File: config.mk
export PLATFORM = sky130hd
export DESIGN_NAME = rv32_cpu_cp_mul_radix
export DESIGN_NICKNAME = d
export VERILOG_FILES = /design/src/rtl/rv32_cpu_cp_mul_radix.sv
export SDC_FILE = /design/constraint.sdc
export NUM_CORES = 1
export LEC_CHECK = 0
export BUFFER_PORTS_ARGS = -buffer_cell sky130_fd_sc_hd__buf_2
export CAP_MARGIN = 30
export CORE_ASPECT_RATIO = 0.9
export CORE_UTILIZATION = 30
export CTS_CLUSTER_SIZE = 12
export DETAILED_ROUTE_END_ITERATION = 10
export PLACE_DENSITY_LB_ADDON = 0.08
export RECOVER_POWER = 25
export SLEW_MARGIN = 20
export SYNTH_ARGS = -nofsm -noshare
export SYNTH_HDL_FRONTEND = slang
export SYNTH_SLANG_ARGS = --single-unit
File: constraint.sdc
create_clock -name i_clk -period 6.9 [get_ports i_clk]
set_clock_uncertainty 0.15 [all_clocks]
set_input_delay 0.345 -clock i_clk [delete_from_list [all_inputs] [get_ports i_clk]]
set_output_delay 0.345 -clock i_clk [all_outputs]
set_load 0.01 [all_outputs]
File: src/rtl/rv32_cpu_cp_mul_radix.sv
// Radix-2^BPC sequential multiplier for the RV32 M-extension (MUL, MULH, MULHSU, MULHU).
// Optional feature MUL_ZERO_BYPASS_EN: a zero operand completes one cycle after start with o_prod=0.
`timescale 1ns/1ps
module rv32_cpu_cp_mul_radix #(
    parameter int unsigned XLEN = 32,
    parameter int unsigned BPC  = 2
) (
    input  logic            i_clk,
    input  logic            i_rstn,
    input  logic            i_start,
    input  logic            i_cpu_trap,
    input  logic [2:0]      i_mul_op,
    input  logic [XLEN-1:0] i_rs1,
    input  logic [XLEN-1:0] i_rs2,
    output logic [XLEN-1:0] o_prod,
    output logic            o_valid,
    output logic            o_busy
);
    localparam int unsigned NCYC = XLEN / BPC;
    localparam int unsigned CW   = $clog2(NCYC + 1);
    localparam int unsigned AW   = XLEN + 1;
    localparam int unsigned SW   = XLEN + BPC + 1;

    typedef enum logic [1:0] {S_IDLE, S_BUSY, S_DONE} state_e;

    state_e          state_q;
    logic [CW-1:0]   cnt_q;
    logic [1:0]      op_q;
    logic [AW-1:0]   a_q;
    logic            b_top_q;
    logic [AW-1:0]   hi_q;
    // Unconsumed multiplier bits; finished product bits enter from the top.
    logic [XLEN-1:0] lo_q;

    logic                  a_sgn_c;
    logic                  b_sgn_c;
    logic                  last_c;
    logic [BPC:0]          chunk_c;
    logic signed [SW-1:0]  acc_c;
    logic signed [SW-1:0]  mcand_c;
    logic signed [SW-1:0]  mplr_c;
    logic signed [SW-1:0]  sum_c;
    logic [XLEN+BPC-1:0]   lo_cat_c;
    logic [AW-1:0]         hi_d;
    logic [XLEN-1:0]       lo_d;
    logic [XLEN-1:0]       res_d;
    logic                  unused_c;

    assign unused_c = i_mul_op[2];

`ifdef MUL_ZERO_BYPASS_EN
    logic zero_c;
    assign zero_c = (i_rs1 == '0) || (i_rs2 == '0);
`endif

    // One radix step: the final chunk of a signed multiplier carries its top bit with negative weight.
    always_comb begin
        a_sgn_c  = (i_mul_op[1:0] == 2'b01) || (i_mul_op[1:0] == 2'b10);
        b_sgn_c  = (i_mul_op[1:0] == 2'b01);
        last_c   = (cnt_q == '0);
        chunk_c  = {last_c & b_top_q, lo_q[BPC-1:0]};
        acc_c    = {{BPC{hi_q[XLEN]}}, hi_q};
        mcand_c  = {{BPC{a_q[XLEN]}}, a_q};
        mplr_c   = {{XLEN{chunk_c[BPC]}}, chunk_c};
        sum_c    = acc_c + mcand_c * mplr_c;
        lo_cat_c = {sum_c[BPC-1:0], lo_q};
        hi_d     = sum_c[SW-1:BPC];
        lo_d     = XLEN'(lo_cat_c >> BPC);
        res_d    = (op_q == 2'b00) ? lo_d : hi_d[XLEN-1:0];
    end

    always_ff @(posedge i_clk) begin
        if (state_q == S_IDLE && i_start) begin
            op_q    <= i_mul_op[1:0];
            a_q     <= {a_sgn_c & i_rs1[XLEN-1], i_rs1};
            b_top_q <= b_sgn_c & i_rs2[XLEN-1];
            hi_q    <= '0;
            lo_q    <= i_rs2;
        end else if (state_q == S_BUSY) begin
            hi_q <= hi_d;
            lo_q <= lo_d;
        end
    end

    // Control FSM; trap wins over completion in S_BUSY.
    always_ff @(posedge i_clk or negedge i_rstn) begin
        if (!i_rstn) begin
            state_q <= S_IDLE;
            cnt_q   <= '0;
            o_prod  <= '0;
            o_valid <= 1'b0;
            o_busy  <= 1'b0;
        end else begin
            case (state_q)
                S_IDLE: begin
                    if (i_start) begin
                        o_busy  <= 1'b1;
                        cnt_q   <= CW'(NCYC - 1);
                        state_q <= S_BUSY;
`ifdef MUL_ZERO_BYPASS_EN
                        if (zero_c) begin
                            state_q <= S_DONE;
                            o_prod  <= '0;
                            o_valid <= 1'b1;
                        end
`endif
                    end
                end
                S_BUSY: begin
                    if (i_cpu_trap) begin
                        state_q <= S_IDLE;
                        o_busy  <= 1'b0;
                    end else if (last_c) begin
                        state_q <= S_DONE;
                        o_prod  <= res_d;
                        o_valid <= 1'b1;
                    end else begin
                        cnt_q <= cnt_q - CW'(1);
                    end
                end
                S_DONE: begin
                    state_q <= S_IDLE;
                    o_valid <= 1'b0;
                    o_busy  <= 1'b0;
                end
                default: begin
                    state_q <= S_IDLE;
                    o_valid <= 1'b0;
                    o_busy  <= 1'b0;
                end
            endcase
        end
    end

endmodule
==> results_dict.tcl <==
set metrics [dict create \
    critPathSlowestCell "fa_1" \
    wl_per_cell_um 18.38 \
    worstSetupPathType "register to register" \
    yosys_warnings 0 \
    fp.dieW_um 190.1 \
    cp-start-kind "register" \
    clk_path_buf_depth 2 \
    crit_path_cell_trace "inv_1, ha_1, nor4b_1, nand2_1, or2_2, fa_1, fa_1, fa_1, inv_1, ha_1, fa_1, a211o_1, o211ai_2, a31oi_2, a211o_1, and3b_1, o41a_1, mux2i_1, nand3_1" \
    core_area_um2 31140 \
    final.setup.tns_ns 0 \
    rows 61 \
    power.density_nw_per_um2 391.8 \
    hold_viol 0 \
    cts_resized 0 \
    timing.fmax_mhz 170.6 \
    worstPathMaxFanout 4 \
    gp_congestion 0.8198 \
    grt_pass1_vias 7184 \
    drtIter0Drc 329 \
    cts_tree "done" \
    synth_edf_count 68 \
    clockRootBuffer "clkbuf_16" \
    io_buffers 103 \
    grt_overflow 0 \
    vias 6957 \
    layout-drive-gt1-share 0.1921 \
    clk_pin_slew_ns 0.07 \
    die_h_um 171.3 \
    max_cap_violations 1 \
    slowest_delay_ns 0.56 \
    grt_pass1_wl_mm 42.23 \
    clk_latency_ns 0.44 \
    antenna_found_initial 3 \
    final_cells 1446 \
    dp_hpwl_mm 19.44 \
    design_area_um2 11530 \
    async_flop_share 0.2887 \
    maxSlewHeadroom -0.6946 \
    dp.cells 1375 \
    seq_area_frac_synth 0.3903 \
    die_area_um2 32570 \
    period_share 0.8495 \
    ys_ff_latch 142 \
    arrival_ns 6.04 \
    tightest_slew_ns 2.542 \
    required_ns 7.07 \
    placed_cell_area_um2 10550 \
    p_leak_nw 5.222 \
    grt_usage 0.1725 \
    status "finished, violations left" \
    cts_buffers 17 \
    rsz0062_at_grt "false" \
    critPathCaptureType "register" \
    syn_inst 891 \
    area_growth_syn_to_layout_pct 20.65 \
    htree_levels 4 \
    violations "max-capacitance violations, max-slew violations" \
    ir_drop_mv 0.2080 \
    final_max_slew_viol_count 42 \
    drc_errors 0 \
    syn_avg_cell_area_um2 10.72 \
    crit_top_cell "fa_1" \
    grt_max_degree 59 \
    final_nets 1230 \
    ys.flop_type "edfxtp_1" \
    fin_crit_ns 5.862 \
    clkSinkCount 142 \
    dr.pass1.iters 5 \
    wirelength_mm 26.58 \
    antenna_left 0 \
    setup_viol_count_final 0 \
    fin_hold_ws_ns 0.05384 \
    ios 105 \
    total_power_w 0.004517 \
    viasPerCell 4.811 \
    min_path_type "input pin to register" \
    ys_types 57 \
    start_util 0.3068 \
    fill_cells 3104 \
    syn-num-nets 1098 \
    synth_area_um2 9554 \
    cts_setup_buffers 0 \
    postCtsHoldBufs 35 \
]
## layer usage
layer,GRT usage,share of wire
met2,0.2487,0.42
met1,0.2597,0.53
met5,0,0.00087
met4,0.03541,0.0080
met3,0.03877,0.045
## power breakdown
group,switching (W),internal (W)
Sequential,0.000127,0.00107
Clock,0.000427,0.000510
Combinational,0.00144,0.000938
Total,0.00200,0.00252
## through the flow
| stage | setup slack [ns] | utilization |
|---|---|---|
| after global routing | 0.6218 | 0.3701 |
| after CTS | 0.9670 | 0.3685 |
| after global placement | 0.9943 | 0.3378 |
| after detailed placement | 0.9703 | 0.3386 |
| final | 1.038 | 0.3702 |
| after floorplan | 1.396 | - |
## cell type report
cell class                      instances  area [um^2]  area share
Antenna cell                            1        2.502   0.0002171
Clock buffer                           18        429.2     0.03723
Clock inverter                         14        148.9     0.01292
Inverter                               20        75.07    0.006513
Multi-Input combinational cell        689         5604      0.4862
Sequential cell                       142         3729      0.3235
Tap cell                              409        511.7     0.04439
Timing Repair Buffer                  153         1027     0.08911
## flip-flops by register name, indices dropped and copies added, names as in the netlist
signal,cells
state_q,2
o_valid,1
o_busy,1
lo_q,32
b_top_q,1
cnt_q,5
hi_q,33
op_q,2
a_q,33
o_prod,32
## cell usage after synthesis, types with 6 or more instances
| cell type | instances | area (um^2) |
|---|---|---|
| and3_1 | 16 | 100.1 |
| a21o_1 | 13 | 97.59 |
| inv_1 | 20 | 75.07 |
| nand2_1 | 86 | 322.8 |
| dfxtp_1 | 33 | 660.6 |
| buf_2 | 6 | 30.03 |
| or2_2 | 7 | 43.79 |
| edfxtp_1 | 68 | 2042 |
| fa_1 | 66 | 1321 |
| ha_1 | 70 | 875.8 |
| a21oi_1 | 52 | 260.3 |
| o21bai_1 | 7 | 52.55 |
| clkbuf_1 | 32 | 120.1 |
| nand3_1 | 13 | 65.06 |
| xor2_1 | 11 | 96.34 |
| nor2_1 | 77 | 289.0 |
| xnor2_1 | 22 | 192.7 |
| and2_1 | 66 | 412.9 |
| nor3_1 | 13 | 65.06 |
| o21ai_1 | 7 | 35.03 |
| a22o_1 | 18 | 157.7 |
| o21ai_0 | 28 | 140.1 |
| mux2_2 | 32 | 360.4 |
| a31oi_1 | 22 | 137.6 |
| dfrtp_1 | 41 | 1026 |
## layout by cell type (no fill, tap or decap), drive strengths merged, types with 4 or more instances in the layout
master	Yosys	final
mux2	32	32
buf	8	115
nor3	13	13
fa	66	66
and3	16	16
o21bai	7	7
dlygate4sd3	0	35
and2	66	66
a21oi	57	57
mux2i	4	4
dfrtp	41	41
clkbuf	32	21
xnor2	22	22
a211o	4	4
nand2	86	86
nand3	13	13
nor2	77	77
inv	20	28
a31oi	23	23
a211oi	6	6
a22o	18	18
o21a	5	5
a21o	13	13
nand2b	4	4
edfxtp	68	68
ha	70	70
dfxtp	33	33
xor2	11	11
o21ai	35	35
or2	7	7
## kinds of logic (layout without fill, tap and decap cells)
logic type,after synthesis,count (layout),synth area share
AND/OR/NAND/NOR,301,301,0.1537
AO/OA/AOI/OAI,183,183,0.1287
flip-flops,142,142,0.3903
adder cells (fa/ha/maj),136,136,0.2300
buffers and inverters,60,205,0.02514
multiplexers,36,36,0.04191
XOR/XNOR,33,33,0.03025
other,0,1,0
## worst paths after layout
check / from / end / slack, ns / cells past startpoint
worst max-delay path: cnt_q[0] / o_prod[20] / 1.04 / 19
worst min-delay path: i_rs2[29] / lo_q[29] / 0.05 / 2
worst max register to register: cnt_q[0] / o_prod[20] / 1.04 / 19
worst min register to register: hi_q[1] / hi_q[1] / 0.32 / 2
max in group asynchronous: i_rstn / o_prod[9] / 3.98 / 3
min in group asynchronous: i_rstn / o_prod[25] / 1.16 / 3
## critical path, delay by kind of cell, from the launching register on
family                     cells  cell delay [ns]
adders and majority gates      6             2.37
AOI/OAI and AO/OA              5             1.38
and+or+nand+nor                5             1.15
DFF                            1             0.41
muxes                          1             0.16
buffers and inverters          2             0.13
No activity file was read; power rests on OpenSTA's default activity.
